==> src/rtl/maxpool_controller.sv <==
// Sequencer for a 2x2 max-pooling pass over a MAP_W x MAP_H feature map:
// fetches each window, hands it to an external pooling unit, writes the result.
module maxpool_controller #(
    parameter int data_size = 16,
    parameter int MAP_W     = 4,
    parameter int MAP_H     = 4,
    parameter int ADDR_W    = 4,
    parameter int OADDR_W   = 2
) (
    input  logic                        clk,
    input  logic                        rst_n,
    input  logic                        start,
    output logic                        busy,
    output logic                        done,
    output logic                        rd_en,
    output logic [ADDR_W-1:0]           rd_addr,
    input  logic [data_size-1:0]        rd_data,
    output logic [data_size-1:0]        pool_in1,
    output logic [data_size-1:0]        pool_in2,
    output logic [data_size-1:0]        pool_in3,
    output logic [data_size-1:0]        pool_in4,
    output logic                        pool_enable,
    input  logic signed [data_size-1:0] pool_result,
    input  logic                        pool_done,
    output logic                        wr_en,
    output logic [OADDR_W-1:0]          wr_addr,
    output logic [data_size-1:0]        wr_data
);

    // One spare bit so row+2 / col+2 compare against MAP_H / MAP_W without overflow.
    localparam int CW = ADDR_W + 1;

    typedef enum logic [2:0] {
        IDLE  = 3'd0,
        FETCH = 3'd1,
        CAP   = 3'd2,
        POOL  = 3'd3,
        WAIT  = 3'd4,
        WRITE = 3'd5,
        DONE  = 3'd6
    } state_t;

    state_t               state_r, state_s;
    logic [1:0]           k_r, k_s;
    logic [CW-1:0]        row_r, row_s, col_r, col_s;
    logic                 last_s;
    logic [data_size-1:0] slot_r [4];
    logic [data_size-1:0] result_r;

    function automatic logic [ADDR_W-1:0] rd_index(input logic [CW-1:0] r,
                                                   input logic [CW-1:0] c,
                                                   input logic [1:0]    kk);
        logic [CW-1:0] a;
        a = r * CW'(MAP_W) + c;
        a = a + (kk[0] ? CW'(1) : CW'(0));
        a = a + (kk[1] ? CW'(MAP_W) : CW'(0));
        return a[ADDR_W-1:0];
    endfunction

    function automatic logic [OADDR_W-1:0] wr_index(input logic [CW-1:0] r,
                                                    input logic [CW-1:0] c);
        logic [CW-1:0] a;
        a = (r >> 1) * CW'(MAP_W / 2) + (c >> 1);
        return a[OADDR_W-1:0];
    endfunction

    assign pool_in1 = slot_r[0];
    assign pool_in2 = slot_r[1];
    assign pool_in3 = slot_r[2];
    assign pool_in4 = slot_r[3];
    assign wr_data  = result_r;

    // Next-state and window-position update.
    always_comb begin
        state_s = state_r;
        k_s     = k_r;
        row_s   = row_r;
        col_s   = col_r;
        last_s  = (row_r + CW'(2) == CW'(MAP_H)) && (col_r + CW'(2) == CW'(MAP_W));
        case (state_r)
            IDLE: begin
                if (start) begin
                    state_s = FETCH;
                    k_s     = 2'd0;
                    row_s   = CW'(0);
                    col_s   = CW'(0);
                end else begin
                    state_s = IDLE;
                end
            end
            FETCH: begin
                if (k_r == 2'd3) begin
                    state_s = CAP;
                    k_s     = 2'd0;
                end else begin
                    k_s = k_r + 2'd1;
                end
            end
            CAP:  state_s = POOL;
            POOL: state_s = WAIT;
            WAIT: begin
                if (pool_done) begin
                    state_s = WRITE;
                end else begin
                    state_s = WAIT;
                end
            end
            WRITE: begin
                if (last_s) begin
                    state_s = DONE;
                end else begin
                    state_s = FETCH;
                    k_s     = 2'd0;
                    if (col_r + CW'(2) == CW'(MAP_W)) begin
                        col_s = CW'(0);
                        row_s = row_r + CW'(2);
                    end else begin
                        col_s = col_r + CW'(2);
                    end
                end
            end
            DONE:    state_s = IDLE;
            default: state_s = IDLE;
        endcase
    end

    // State, counters and control outputs, registered from the next state.
    always_ff @(posedge clk or negedge rst_n) begin
        if (!rst_n) begin
            state_r     <= IDLE;
            k_r         <= 2'd0;
            row_r       <= CW'(0);
            col_r       <= CW'(0);
            busy        <= 1'b0;
            done        <= 1'b0;
            rd_en       <= 1'b0;
            rd_addr     <= '0;
            pool_enable <= 1'b0;
            wr_en       <= 1'b0;
            wr_addr     <= '0;
        end else begin
            state_r     <= state_s;
            k_r         <= k_s;
            row_r       <= row_s;
            col_r       <= col_s;
            busy        <= (state_s == FETCH) || (state_s == CAP) || (state_s == POOL) ||
                           (state_s == WAIT)  || (state_s == WRITE);
            done        <= (state_s == DONE);
            rd_en       <= (state_s == FETCH);
            rd_addr     <= rd_index(row_s, col_s, k_s);
            pool_enable <= (state_s == POOL) || (state_s == WAIT);
            wr_en       <= (state_s == WRITE);
            wr_addr     <= wr_index(row_s, col_s);
        end
    end

    // Window slots take read data one cycle after each issue; result held for WRITE.
    always_ff @(posedge clk or negedge rst_n) begin
        if (!rst_n) begin
            for (int i = 0; i < 4; i++) begin
                slot_r[i] <= '0;
            end
            result_r <= '0;
        end else begin
            if (state_r == FETCH && k_r != 2'd0) begin
                slot_r[k_r - 2'd1] <= rd_data;
            end else if (state_r == CAP) begin
                slot_r[3] <= rd_data;
            end
            if (state_r == WAIT && pool_done) begin
                result_r <= pool_result;
            end
        end
    end

endmodule

==> config.mk <==
export PLATFORM = sky130hd
export DESIGN_NAME = maxpool_controller
export DESIGN_NICKNAME = d
export VERILOG_FILES = /design/src/rtl/maxpool_controller.sv
export SDC_FILE = /design/constraint.sdc
export NUM_CORES = 1
export LEC_CHECK = 0
export CORE_ASPECT_RATIO = 1.1
export CORE_MARGIN = 5
export CORE_UTILIZATION = 51
export DETAILED_ROUTE_END_ITERATION = 7
export PLACE_DENSITY_LB_ADDON = 0.2
export SLEW_MARGIN = 5
export SYNTH_ARGS = -nofsm -noshare
export SYNTH_HDL_FRONTEND = slang
export SYNTH_SLANG_ARGS = --single-unit
==> constraint.sdc <==
create_clock -name clk -period 5.2 [get_ports clk]
set_clock_uncertainty 0.15 [all_clocks]
set_input_delay 1.56 -clock clk [delete_from_list [all_inputs] [get_ports clk]]
set_output_delay 1.56 -clock clk [all_outputs]
set_load 0.005 [all_outputs]
==> impl_metrics.py <==
metrics = {
    "run_status": {
        "outcome": "complete, no violations",
    },
    "timing": {
        "final.period_utilization_pct": 84.5,
        "rsz0062_at_grt": "no",
        "drv_slew": 0,
        "max_freq_mhz": 228,
        "hold_viol_final": 0,
        "slew_headroom_pct": 37.2,
        "setup_tns_ps": 0,
        "finalSetupViolations": 0,
        "fin_crit_ps": 4390,
        "tightest_slew_ps": 942,
    },
    "critical_path": {
        "r2r_cells": 12,
        "path_common_cell": "xnor2_1",
        "crit_path_end_kind": "flip-flop",
        "crit_chain": "clkdlybuf4s50_1 > nor4b_4 > nor2_2 > and2_1 > a211o_1 > fa_1 > ha_1 > xnor2_1 > nand4_1 > nor4_1 > a211oi_2 > xnor2_1",
        "critPathArrivalTime_ps": 4470,
        "start_kind": "primary input",
        "cp.buffers_inverters": 1,
        "cp_slowest_stage_delay_ps": 480,
        "cp_slowest_cell": "fa_1",
        "crit_family": "simple AND/OR/NAND/NOR gates",
        "critPathMaxFanout": 4,
        "cp.depth": 12,
        "required_ps": 5280,
        "path_class": "primary input to flip-flop",
    },
    "layout": {
        "antenna_cells": 0,
        "syn_to_final_growth_pct": 35.2,
        "num-fill-cells": 611,
        "regArea_um2": 2630,
        "drive_gt1_share_pct": 18.9,
        "multi_input_area_um2": 1700,
        "fin_nets": 478,
    },
    "floorplan": {
        "rows": 35,
        "die_y_um": 107,
        "start_util_pct": 52.3,
        "die_w_um": 98.5,
        "core_um2": 8410,
        "ios": 127,
        "die_area_um2": 10600,
    },
    "routing": {
        "drt_iter0_drc": 67,
        "avgViaCountPerCell": 5.24,
        "ant_nets": 0,
        "vias": 2861,
        "dr.pass1.iters": 4,
        "wirelength_um": 9430,
        "wl_per_cell_um": 17.3,
        "drcViolationCount": 0,
    },
    "global_route": {
        "antenna_found_initial": 0,
        "grt_overflow": 0,
        "gr-usage-met2_pct": 32.2,
        "grt_max_degree": 43,
        "grt_pass1_vias": 3056,
        "met3_usage_pct": 4.99,
        "grt_usage_pct": 18.5,
        "grt-busiest-layer": "met2",
        "use_met1_pct": 21.9,
        "grt_pass1_wl_um": 15500,
    },
    "logic_synthesis": {
        "synth_mux_area_share_pct": 20.5,
        "mappedNetlistNets": 349,
        "synthCells": 302,
        "syn_avg_cell_area_um2": 14.6,
        "synth_top_family_by_area": "multiplexers",
        "netlist_area_um2": 4390,
        "synthAdderAreaFrac_pct": 3.30,
        "yosys_register_bits": 105,
        "synth-edff-count": 0,
        "yosysSeqAreaShare_pct": 59.8,
        "synthSimpleGateAreaFrac_pct": 7.97,
        "synth_compound_area_share_pct": 4.58,
        "synth_xor_xnor_area_share_pct": 2.16,
        "synth_warnings": 0,
        "ys_types": 47,
        "dominantRegCellSynth": "dfrtp_1",
        "async_reset_ff_share_pct": 100,
    },
    "clock_network": {
        "cts_resized": 0,
        "insertion_delay_ps": 350,
        "clock-root-buffer": "clkbuf_8",
        "htree_levels": 3,
        "postCtsSetupRepairBufs": 0,
        "cts_tree": "built",
        "cts.sinks": 105,
        "cts_hold_buf": 0,
        "clockBufferDepth": 2,
        "cts_buffers": 9,
        "clk_pin_slew_ps": 80,
    },
    "hold_path": {
        "worstHoldPathCells": 1,
        "hp-class": "flip-flop to flip-flop",
    },
    "place": {
        "place.gp.congestion": 0.840,
        "portBuffers": 126,
        "dpl.hpwl_um": 6990,
    },
    "power_and_ir_drop": {
        "finalPower_w": 0.00342,
        "ir_worst_vdd_v": 0.000294,
        "powerDensity_nw_per_um2": 576,
        "power_leakage_nw": 2.52,
    },
    "flow_run": {
        "cap_violations": 0,
    },
}
cell usage in the layout (no fill, tap or decap), types with 4 or more instances in the layout:
master and n:
nand3_1 4, clkbuf_8 12, mux2_1 30, mux2_2 50, nor2_1 5, nor2b_1 4, xor2_1 4, o21ai_0 10
buf_4 4, nand2_1 6, clkdlybuf4s50_1 125, xnor2_1 5, ha_1 10, dfrtp_1 105, nand2b_1 6, a21oi_1 6
area by class of cell:
type,count,area share (%)
repair buffers,129,21.6
multi-input cells,183,28.6
inverters,3,0.190
clock inverters,2,0.211
clock buffers,13,2.84
flip-flops and latches,105,44.2
well taps,111,2.34
metal layers:
layer	up-vias	part of all wire, %
met5	-	0
met4	0	2.4
met3	18	6.2
met2	86	51
met1	1422	41
li1	1335	-
flip-flops by register name, summed over array words and instances, names as in the netlist, 2 cells and up:
register  flops
wr_data      16
pool_in4     16
row_r         5
rd_addr       4
k_r           2
pool_in2     16
wr_addr       2
state_r       3
pool_in3     16
pool_in1     16
col_r         4
path summary, 6_finish.rpt:
kind                       slack [ps]         start            to
min                               340  pool_in3[10]  pool_in3[10]
max in group asynchronous        3040         rst_n          busy
max reg2reg                      1350    state_r[2]    rd_addr[3]
max                               810         start    rd_addr[3]
min reg2reg                       340  pool_in3[10]  pool_in3[10]
min in group asynchronous         980         rst_n   pool_in3[3]
cells in the mapped netlist, drive strengths merged (2+ instances only):
| cell | number | share of area [%] |
|---|---|---|
| nor3b | 2 | 0.46 |
| mux2 | 80 | 21 |
| o21ai | 11 | 1.3 |
| buf | 11 | 1.4 |
| nand4 | 2 | 0.28 |
| nor3 | 4 | 0.57 |
| nand3 | 5 | 0.85 |
| a211oi | 3 | 0.74 |
| a22o | 2 | 0.40 |
| and3 | 2 | 0.28 |
| a21oi | 6 | 0.68 |
| inv | 3 | 0.26 |
| dfrtp | 105 | 60 |
| xor2 | 4 | 0.80 |
| nand2 | 9 | 0.94 |
| and3b | 4 | 0.88 |
| ha | 10 | 2.8 |
| nor2 | 6 | 0.57 |
| and2 | 3 | 0.43 |
| xnor2 | 6 | 1.4 |
| nand3b | 2 | 0.34 |
| nor2b | 4 | 0.57 |
| nand2b | 6 | 0.85 |
through the flow:
step | setup slack [ps] | instance area [µm²] | utilization (%) | std cells | hold WS, ps
2_1_floorplan | 1020 | 4390 | - | 302 | 339
3_3_place_gp | 585 | 5760 | 68.5 | 531 | 324
3_5_place_dp | 524 | 5760 | 68.5 | 531 | 330
4_1_cts | 877 | 5940 | 70.6 | 546 | 350
5_1_grt | 666 | 5940 | 70.6 | 546 | 360
6_report | 807 | 5940 | 70.6 | 546 | 344
where the power goes:
part | switching (W) | internal [W] | total (W)
combinational | 0.000526 | 0.000985 | 0.00151
clock | 0.000252 | 0.000211 | 0.000462
sequential | 0.000250 | 0.00120 | 0.00145
total | 0.00103 | 0.00240 | 0.00342
logic make-up after synthesis:
family | count (synthesis)
mux | 80
fa+ha+maj | 11
simple gates | 52
compound gates | 30
buf+inv | 14
xor+xnor | 10
flops | 105
Note: power is estimated with default switching activity, not from simulation.
